**config.mk**
```make
export PLATFORM = sky130hd
export DESIGN_NAME = logic_unit_arbiter_flat
export DESIGN_NICKNAME = d
export VERILOG_FILES = /design/src/rtl/logic_unit_arbiter_if.sv /design/src/rtl/logic_unit_arbiter.sv /design/src/flat_wrapper.sv
export SDC_FILE = /design/constraint.sdc
export NUM_CORES = 1
export LEC_CHECK = 0
export CAP_MARGIN = 20
export CELL_PAD_IN_SITES_DETAIL_PLACEMENT = 1
export CELL_PAD_IN_SITES_GLOBAL_PLACEMENT = 1
export CORE_ASPECT_RATIO = 1.25
export CORE_MARGIN = 2
export CORE_UTILIZATION = 39
export CTS_CLUSTER_DIAMETER = 30
export DETAILED_ROUTE_END_ITERATION = 10
export PLACE_DENSITY = 0.88
export SLEW_MARGIN = 40
export SYNTH_ARGS = -nofsm -noshare
export SYNTH_HDL_FRONTEND = slang
export SYNTH_SLANG_ARGS = --single-unit
```
**constraint.sdc**
```tcl
create_clock -name clk -period 2.6 [get_ports clk]
set_clock_uncertainty 0.2 [all_clocks]
set_input_delay 0.52 -clock clk [delete_from_list [all_inputs] [get_ports clk]]
set_output_delay 0.52 -clock clk [all_outputs]
set_load 0.03 [all_outputs]
```
**src/rtl/logic_unit_arbiter_if.sv**
```systemverilog
// Two-requester operand/result handshake bundle
// for the shared bitwise logic unit.
interface logic_unit_arbiter_if #(
  parameter int SIZE = 8
);
  logic            req0_valid;
  logic            req0_ready;
  logic [1:0]      req0_op;
  logic [SIZE-1:0] req0_a;
  logic [SIZE-1:0] req0_b;
  logic            res0_valid;
  logic            res0_ready;
  logic [SIZE-1:0] res0_data;
  logic            req1_valid;
  logic            req1_ready;
  logic [1:0]      req1_op;
  logic [SIZE-1:0] req1_a;
  logic [SIZE-1:0] req1_b;
  logic            res1_valid;
  logic            res1_ready;
  logic [SIZE-1:0] res1_data;
  logic            busy;

  modport master (
    output req0_valid, req0_op, req0_a, req0_b,
    output res0_ready,
    input  req0_ready, res0_valid, res0_data,
    output req1_valid, req1_op, req1_a, req1_b,
    output res1_ready,
    input  req1_ready, res1_valid, res1_data,
    input  busy
  );

  modport slave (
    input  req0_valid, req0_op, req0_a, req0_b,
    input  res0_ready,
    output req0_ready, res0_valid, res0_data,
    input  req1_valid, req1_op, req1_a, req1_b,
    input  res1_ready,
    output req1_ready, res1_valid, res1_data,
    output busy
  );
endinterface

```
**src/rtl/logic_unit_arbiter.sv**
```systemverilog
// Round-robin sharing of one bitwise logic unit
// between two requesters, one op in flight.
module logic_unit_arbiter #(
  parameter int SIZE = 8
) (
  input  logic                 clk,
  input  logic                 rst,
  logic_unit_arbiter_if.slave  bus
);

  typedef enum logic [1:0] {
    S_IDLE,
    S_EXEC,
    S_DONE
  } state_t;

  state_t          r_state;
  logic            r_last_grant;
  logic            r_grant_id;
  logic [1:0]      r_op;
  logic [SIZE-1:0] r_a;
  logic [SIZE-1:0] r_b;
  logic [SIZE-1:0] r_result;

  logic            w_idle;
  logic            w_done;
  logic            w_rdy0;
  logic            w_rdy1;
  logic            w_res_hs;
  logic [SIZE-1:0] w_and;
  logic [SIZE-1:0] w_or;
  logic [SIZE-1:0] w_xor;
  logic [SIZE-1:0] w_nor;
  logic [SIZE-1:0] w_result;

  assign w_idle = (r_state == S_IDLE);
  assign w_done = (r_state == S_DONE);

  // a tie goes to whoever was not served last
  assign w_rdy0 = w_idle & bus.req0_valid
                & (~bus.req1_valid | r_last_grant);
  assign w_rdy1 = w_idle & bus.req1_valid
                & (~bus.req0_valid | ~r_last_grant);

  assign w_res_hs = w_done & (r_grant_id ? bus.res1_ready
                                         : bus.res0_ready);

  // XOR and NOR are built from the and/or units
  assign w_and = r_a & r_b;
  assign w_or  = r_a | r_b;
  assign w_xor = w_or & ~w_and;
  assign w_nor = ~w_or;

  // select the result of the latched op
  always_comb begin
    w_result = '0;
    unique case (r_op)
      2'b00: w_result = w_and;
      2'b01: w_result = w_or;
      2'b10: w_result = w_xor;
      2'b11: w_result = w_nor;
      default: w_result = '0;
    endcase
  end

  // accept, execute, then hold the result until taken
  always_ff @(posedge clk or posedge rst) begin
    if (rst) begin
      r_state      <= S_IDLE;
      r_last_grant <= 1'b1;
      r_grant_id   <= 1'b0;
      r_op         <= '0;
      r_a          <= '0;
      r_b          <= '0;
      r_result     <= '0;
    end else begin
      unique case (r_state)
        S_IDLE: begin
          if (w_rdy0) begin
            r_op       <= bus.req0_op;
            r_a        <= bus.req0_a;
            r_b        <= bus.req0_b;
            r_grant_id <= 1'b0;
            r_state    <= S_EXEC;
          end else if (w_rdy1) begin
            r_op       <= bus.req1_op;
            r_a        <= bus.req1_a;
            r_b        <= bus.req1_b;
            r_grant_id <= 1'b1;
            r_state    <= S_EXEC;
          end
        end
        S_EXEC: begin
          r_result <= w_result;
          r_state  <= S_DONE;
        end
        S_DONE: begin
          if (w_res_hs) begin
            r_last_grant <= r_grant_id;
            r_state      <= S_IDLE;
          end
        end
        default: r_state <= S_IDLE;
      endcase
    end
  end

  assign bus.req0_ready = w_rdy0;
  assign bus.req1_ready = w_rdy1;
  assign bus.res0_valid = w_done & ~r_grant_id;
  assign bus.res1_valid = w_done & r_grant_id;
  assign bus.res0_data  = bus.res0_valid ? r_result : '0;
  assign bus.res1_data  = bus.res1_valid ? r_result : '0;
  assign bus.busy       = ~w_idle;

endmodule

```
**src/flat_wrapper.sv**
```systemverilog
// flat-port wrapper written by rule: the top's interface ports become plain ports
module logic_unit_arbiter_flat 
#(
  parameter int SIZE = 8
)
  (clk, rst, bus_req0_valid, bus_req0_op, bus_req0_a, bus_req0_b, bus_res0_ready, bus_req0_ready, bus_res0_valid, bus_res0_data, bus_req1_valid, bus_req1_op, bus_req1_a, bus_req1_b, bus_res1_ready, bus_req1_ready, bus_res1_valid, bus_res1_data, bus_busy);
  logic_unit_arbiter_if #(.SIZE(SIZE)) bus_i ();
  input  logic clk;
  input  logic rst;
  input wire logic [$bits(bus_i.req0_valid)-1:0] bus_req0_valid;
  input wire logic [$bits(bus_i.req0_op)-1:0] bus_req0_op;
  input wire logic [$bits(bus_i.req0_a)-1:0] bus_req0_a;
  input wire logic [$bits(bus_i.req0_b)-1:0] bus_req0_b;
  input wire logic [$bits(bus_i.res0_ready)-1:0] bus_res0_ready;
  output wire logic [$bits(bus_i.req0_ready)-1:0] bus_req0_ready;
  output wire logic [$bits(bus_i.res0_valid)-1:0] bus_res0_valid;
  output wire logic [$bits(bus_i.res0_data)-1:0] bus_res0_data;
  input wire logic [$bits(bus_i.req1_valid)-1:0] bus_req1_valid;
  input wire logic [$bits(bus_i.req1_op)-1:0] bus_req1_op;
  input wire logic [$bits(bus_i.req1_a)-1:0] bus_req1_a;
  input wire logic [$bits(bus_i.req1_b)-1:0] bus_req1_b;
  input wire logic [$bits(bus_i.res1_ready)-1:0] bus_res1_ready;
  output wire logic [$bits(bus_i.req1_ready)-1:0] bus_req1_ready;
  output wire logic [$bits(bus_i.res1_valid)-1:0] bus_res1_valid;
  output wire logic [$bits(bus_i.res1_data)-1:0] bus_res1_data;
  output wire logic [$bits(bus_i.busy)-1:0] bus_busy;
  assign bus_i.req0_valid = bus_req0_valid;
  assign bus_i.req0_op = bus_req0_op;
  assign bus_i.req0_a = bus_req0_a;
  assign bus_i.req0_b = bus_req0_b;
  assign bus_i.res0_ready = bus_res0_ready;
  assign bus_req0_ready = bus_i.req0_ready;
  assign bus_res0_valid = bus_i.res0_valid;
  assign bus_res0_data = bus_i.res0_data;
  assign bus_i.req1_valid = bus_req1_valid;
  assign bus_i.req1_op = bus_req1_op;
  assign bus_i.req1_a = bus_req1_a;
  assign bus_i.req1_b = bus_req1_b;
  assign bus_i.res1_ready = bus_res1_ready;
  assign bus_req1_ready = bus_i.req1_ready;
  assign bus_res1_valid = bus_i.res1_valid;
  assign bus_res1_data = bus_i.res1_data;
  assign bus_busy = bus_i.busy;
  logic_unit_arbiter #(.SIZE(SIZE)) u_core (.clk(clk), .rst(rst), .bus(bus_i));
endmodule
```
## Yosys cells after proc, flatten, opt, wreduce, memory -nomap -nowiden

Cells that the tools add are included.

| operators by class | value |
|---|---|
| $add $sub $neg | 0 |
| $mul | 0 |
| div/mod/pow operators | 0 |
| order comparisons | 0 |
| eq/ne operators | 7 |
| shifts and indexed selects | 0 |
| mux-type cells | 16 |
| bitwise logic cells | 19 |
| reduce and logical (&&, ||, !) cells | 6 |

Operators by type and width:

| kind | number |
|---|---|
| two-way mux 8 bit | 6 |
| one-hot mux 8 bit (4 select lines) | 1 |
| AND 8 bit | 2 |
| inverter 8 bit | 2 |
| two-way mux 2 bit | 5 |
| OR 8 bit | 1 |
| AND 1 bit | 7 |
| equality test 2 bit (second input constant) | 3 |
| one-hot mux 2 bit (3 select lines) | 1 |
| AND reduction 2 bit | 3 |
| inverter 1 bit | 5 |
| equality test 2 x 1 -> 1 bit (second input constant) | 2 |
| logical NOT 2 bit | 2 |
| two-way mux 1 bit | 3 |
| inequality test 3 bit (second input constant) | 1 |
| inequality test 2 bit (second input constant) | 1 |
| OR 1 bit | 2 |
| nonzero test 2 bit | 1 |

| word-level totals | value |
|---|---|
| register bits after elaboration | 30 |
| latch bits | 0 |
| bits in writable memories | 0 |
| bits in read-only memories | 0 |
| input port bits | 42 |
| output and inout port bits | 21 |
| logic and storage cells | 55 |
| memories kept | 0 |

## Logic depth before layout (Yosys ltp)

| depth | value |
|---|---|
| word-level depth | 6 |
| mapped depth | 5 |

## Worst setup path after synthesis

Ideal clock, no wire load.

| timing | value |
|---|---|
| path type | reg2out |
| start | register u_core.r_state[0] |
| end | output bus_res0_data[0] |
| arrival | 1,441 ps |
| required time | 1,880 ps |
| path slack | 439 ps |
| stages on the path, launching flop included | 3 |
| buffers on the path | 0 |
| cell sequence | dfrtp_1 nor3b_2 and2_1 |

| on the way | value |
|---|---|
| cells in the longest elaborated chain, start to end | 3 |

RTL lines:

| element | line | RTL |
|---|---|---|
| start, declared | logic_unit_arbiter.sv:17 | `state_t r_state;` |
| start signal, assigned | logic_unit_arbiter.sv:69 | `r_state <= S_IDLE;` |
| start signal, assigned | logic_unit_arbiter.sv:84 | `r_state <= S_EXEC;` |
| start signal, assigned | logic_unit_arbiter.sv:90 | `r_state <= S_EXEC;` |
| equality test 2 bit | logic_unit_arbiter.sv:37 | `assign w_done = (r_state == S_DONE);` |
| AND 1 bit | logic_unit_arbiter.sv:110 | `assign bus.res0_valid = w_done & ~r_grant_id;` |
| net bus_res0_valid | flat_wrapper.sv:16 | `output wire logic [$bits(bus_i.res0_valid)-1:0] bus_res0_valid;` |
| two-way mux 8 bit | logic_unit_arbiter.sv:112 | `assign bus.res0_data = bus.res0_valid ? r_result : '0;` |
| end, declared | flat_wrapper.sv:17 | `output wire logic [$bits(bus_i.res0_data)-1:0] bus_res0_data;` |

The timed path passes the listed nets, and every way through them passes these cells.

## Final worst setup path

| timing | value |
|---|---|
| start | register u_core.r_state[1] |
| end | output bus_res0_valid |

| on the way | value |
|---|---|
| cells in the longest elaborated chain, start to end | 2 |

RTL lines:

| element | line |
|---|---|
| equality test 2 bit | logic_unit_arbiter.sv:37 |
| AND 1 bit | logic_unit_arbiter.sv:110 |
| end, declared | flat_wrapper.sv:16 |

Every way passes these cells.

==> impl_metrics.ini <==
[status]
status = completed

[sta]
hold_viol_final = 0
slew-limit-headroom = 0.514
period_share = 0.969
fin_tns_setup_ps = 0
setup_slack_ps = 80.7
min_period_ps = 2520
hold_slack_ps = 285
report.final.setup_viol = 0
rsz0062_at_grt = no
maxSlewViolCount = 0
fmax_ghz = 0.397
worstMarginPinSlew_ps = 728

[grt]
grt_pass1_wl_mm = 9.48
grt_overflow = 0
antenna_found_initial = 0
gr-usage-all-layers = 0.198
grt_pass1_vias = 2050
grt_max_degree = 31

[clocking]
cts_htree_levels = 2
clkSinkCount = 30
clockRootBuffer = clkbuf_8
clock_path_buffers = 2
cts_tree = built
cts_setup_buffers = 0
clkLatencyLatePin_ps = 290
cts_buffers = 5
clk_pin_slew_ps = 70

[setup_path]
end_kind = output port
reg2reg_slack_ps = 650
cp_max_fo = 10
path_class = register to output port
critPathLaunchType = register
r2r_cells = 5
worstPathArrival_ps = 1800
r2r-end = u_core.r_op[1]
r2r_start = u_core.r_state[0]
required_ps = 1880

[route]
drc = 0
drtIter0Drc = 35
via_per_inst = 5.35
routed_wl_mm = 5.77
ant_nets = 0
via_count = 1889
wl_per_cell_microns = 16.3
dr.pass1.iters = 4

[power]
p_sw_mw = 1.45
power_frac_seq = 0.304
p_leak_nw = 1.39
comb_power_share = 0.576
clkPwrFrac = 0.120
ir_drop_v = 0.000378
fin_total_pwr_mw = 3.26
power.internal_mw = 1.81
p_sw_frac = 0.446
power_density_nw_per_um2 = 1100

[final_layout]
area_delta_synth_final_pct = 33.5
nNetsFinal = 346
fill_cells = 625
final_core_util = 0.543
final_cell_area_sq_um = 2960
antennaDiodeCount = 0
layout-drive-gt1-share = 0.180
fin_cells = 353

[synthesis]
ys_types = 28
synth-seq-cells = 30
synth-seq-area-share = 0.340
ys_warn_count = 0
syn_area_sq_um = 2210
syn_inst = 226
avgSynthCellArea_sq_um = 9.79
syn-num-nets = 284

[run]
cap_viol_max_count = 0

[floorplan]
core_sq_um = 5440
num_rows = 30
die_w_microns = 71.4
num_io_pins = 63
die_h_microns = 88.2
die-area_sq_um = 6300
start_util = 0.407

[hold_path]
min_to = u_core.r_result[2]
holdCritStartpoint = u_core.r_result[2]
hold_depth = 2
hold_path_class = register to register

[placement]
finalWeightedCongestion = 0.871
io_buffers = 62
dp_cells = 345
hpwl_mm = 4.29
placement.cell_area_sq_um = 2880
pre_cts_slack_ps = 187
-- worst max-delay path: stages, from the launching register on --
cell             delay, ps
dfrtp_1                440
nor3b_2                210
buf_4                  180
clkdlybuf4s50_1        670
-- routing by layer --
layer  up-vias  GRT usage  share of wire
met3        11     0.0296          0.037
met1       917      0.199           0.38
met5         -          0              0
li1        905          -              -
met4         0     0.0875          0.025
met2        56      0.396           0.56
-- final cells by class --
cell class / instances / area [sq um] / area share
well taps: 64 / 80.1 / 0.0271
clock inverters: 1 / 5.00 / 0.00169
flip-flops and latches: 30 / 752 / 0.254
inverters: 37 / 139 / 0.0470
clock buffers: 7 / 86.3 / 0.0292
multi-input cells: 143 / 1230 / 0.416
repair buffers: 71 / 663 / 0.224
-- state kept, by name, summed over array words and instances (netlist names) --
register and cells:
u_core.r_grant_id 1, u_core.r_a 8, u_core.r_last_grant 1, u_core.r_op 2
u_core.r_result 8, u_core.r_state 2, u_core.r_b 8
-- logic make-up (layout without fill, tap and decap cells) --
kind of cell    Yosys count  after routing  synth area share
mux                      17             17            0.0814
simple gates             54             54             0.147
flops                    30             30             0.340
fa+ha+maj                16             16            0.0904
buf+inv                  53            116             0.106
compound gates           48             48             0.204
xor+xnor                  8              8            0.0317
-- Yosys cell counts --
master | number | area (sq um)
clkbuf_1 | 9 | 33.8
o21ai_0 | 24 | 120
nor2_4 | 1 | 11.3
nor3b_2 | 1 | 12.5
a21oi_1 | 2 | 10.0
o311ai_2 | 18 | 293
buf_4 | 1 | 7.51
inv_2 | 1 | 3.75
and3b_1 | 1 | 8.76
nand2b_1 | 2 | 12.5
nand4_1 | 18 | 113
nor2_1 | 2 | 7.51
and2_1 | 16 | 100
buf_6 | 4 | 45.0
mux2i_1 | 9 | 90.1
inv_1 | 36 | 135
mux2_2 | 8 | 90.1
dfrtp_1 | 29 | 726
dfstp_2 | 1 | 26.3
o21ai_1 | 2 | 10.0
o21ai_2 | 1 | 8.76
nand3b_1 | 1 | 7.51
ha_1 | 16 | 200
buf_2 | 2 | 10.0
and3_4 | 1 | 11.3
xnor2_1 | 8 | 70.1
a22o_1 | 1 | 8.76
nand2_1 | 11 | 41.3
-- power by group through the flow --
stage	registers, mW	clock network [mW]	logic, mW
floorplan	0.845	0	1.48
CTS	0.990	0.403	1.92
global route	1.03	0.413	2.07
detailed placement	0.995	0	1.91
global placement	0.967	0	1.76
finish	0.990	0.393	1.88
-- worst max-delay path by stage --
stage	to	cells past startpoint	slack [ps]	startpoint
floorplan	bus_res0_data[0]	2	440	u_core.r_state[0]
global placement	u_core.r_a[1]	4	150	bus_req0_valid
detailed placement	bus_res1_data[0]	3	190	u_core.r_state[0]
CTS	bus_res1_valid	2	70	u_core.r_state[0]
global route	bus_res1_valid	2	3	u_core.r_state[0]
finish	bus_res0_valid	3	80	u_core.r_state[1]
-- timing repair --
| item | 4_1_cts | 5_1_grt |
|---|---|---|
| endpoints found under the setup margin | 17 | 0 |
| hold buffers | 0 | 0 |
| endpoints found under the hold margin | 0 | 0 |
| resized for setup | 17 | 0 |
-- layout by cell type (no fill, tap or decap), types with 2 or more instances in the layout --
cell type and count:
dlygate4sd2_1 16, and2_1 16, a21oi_1 2, xnor2_1 8, clkbuf_8 6, dfrtp_1 29, mux2i_1 9, buf_4 11
o21ai_1 2, clkdlybuf4s50_1 44, mux2_2 8, o21ai_0 24, inv_1 36, nand2b_1 2, nand4_1 18, nand2_1 11
ha_1 16, o311ai_2 18
No activity file was read; power rests on OpenSTA's default activity.
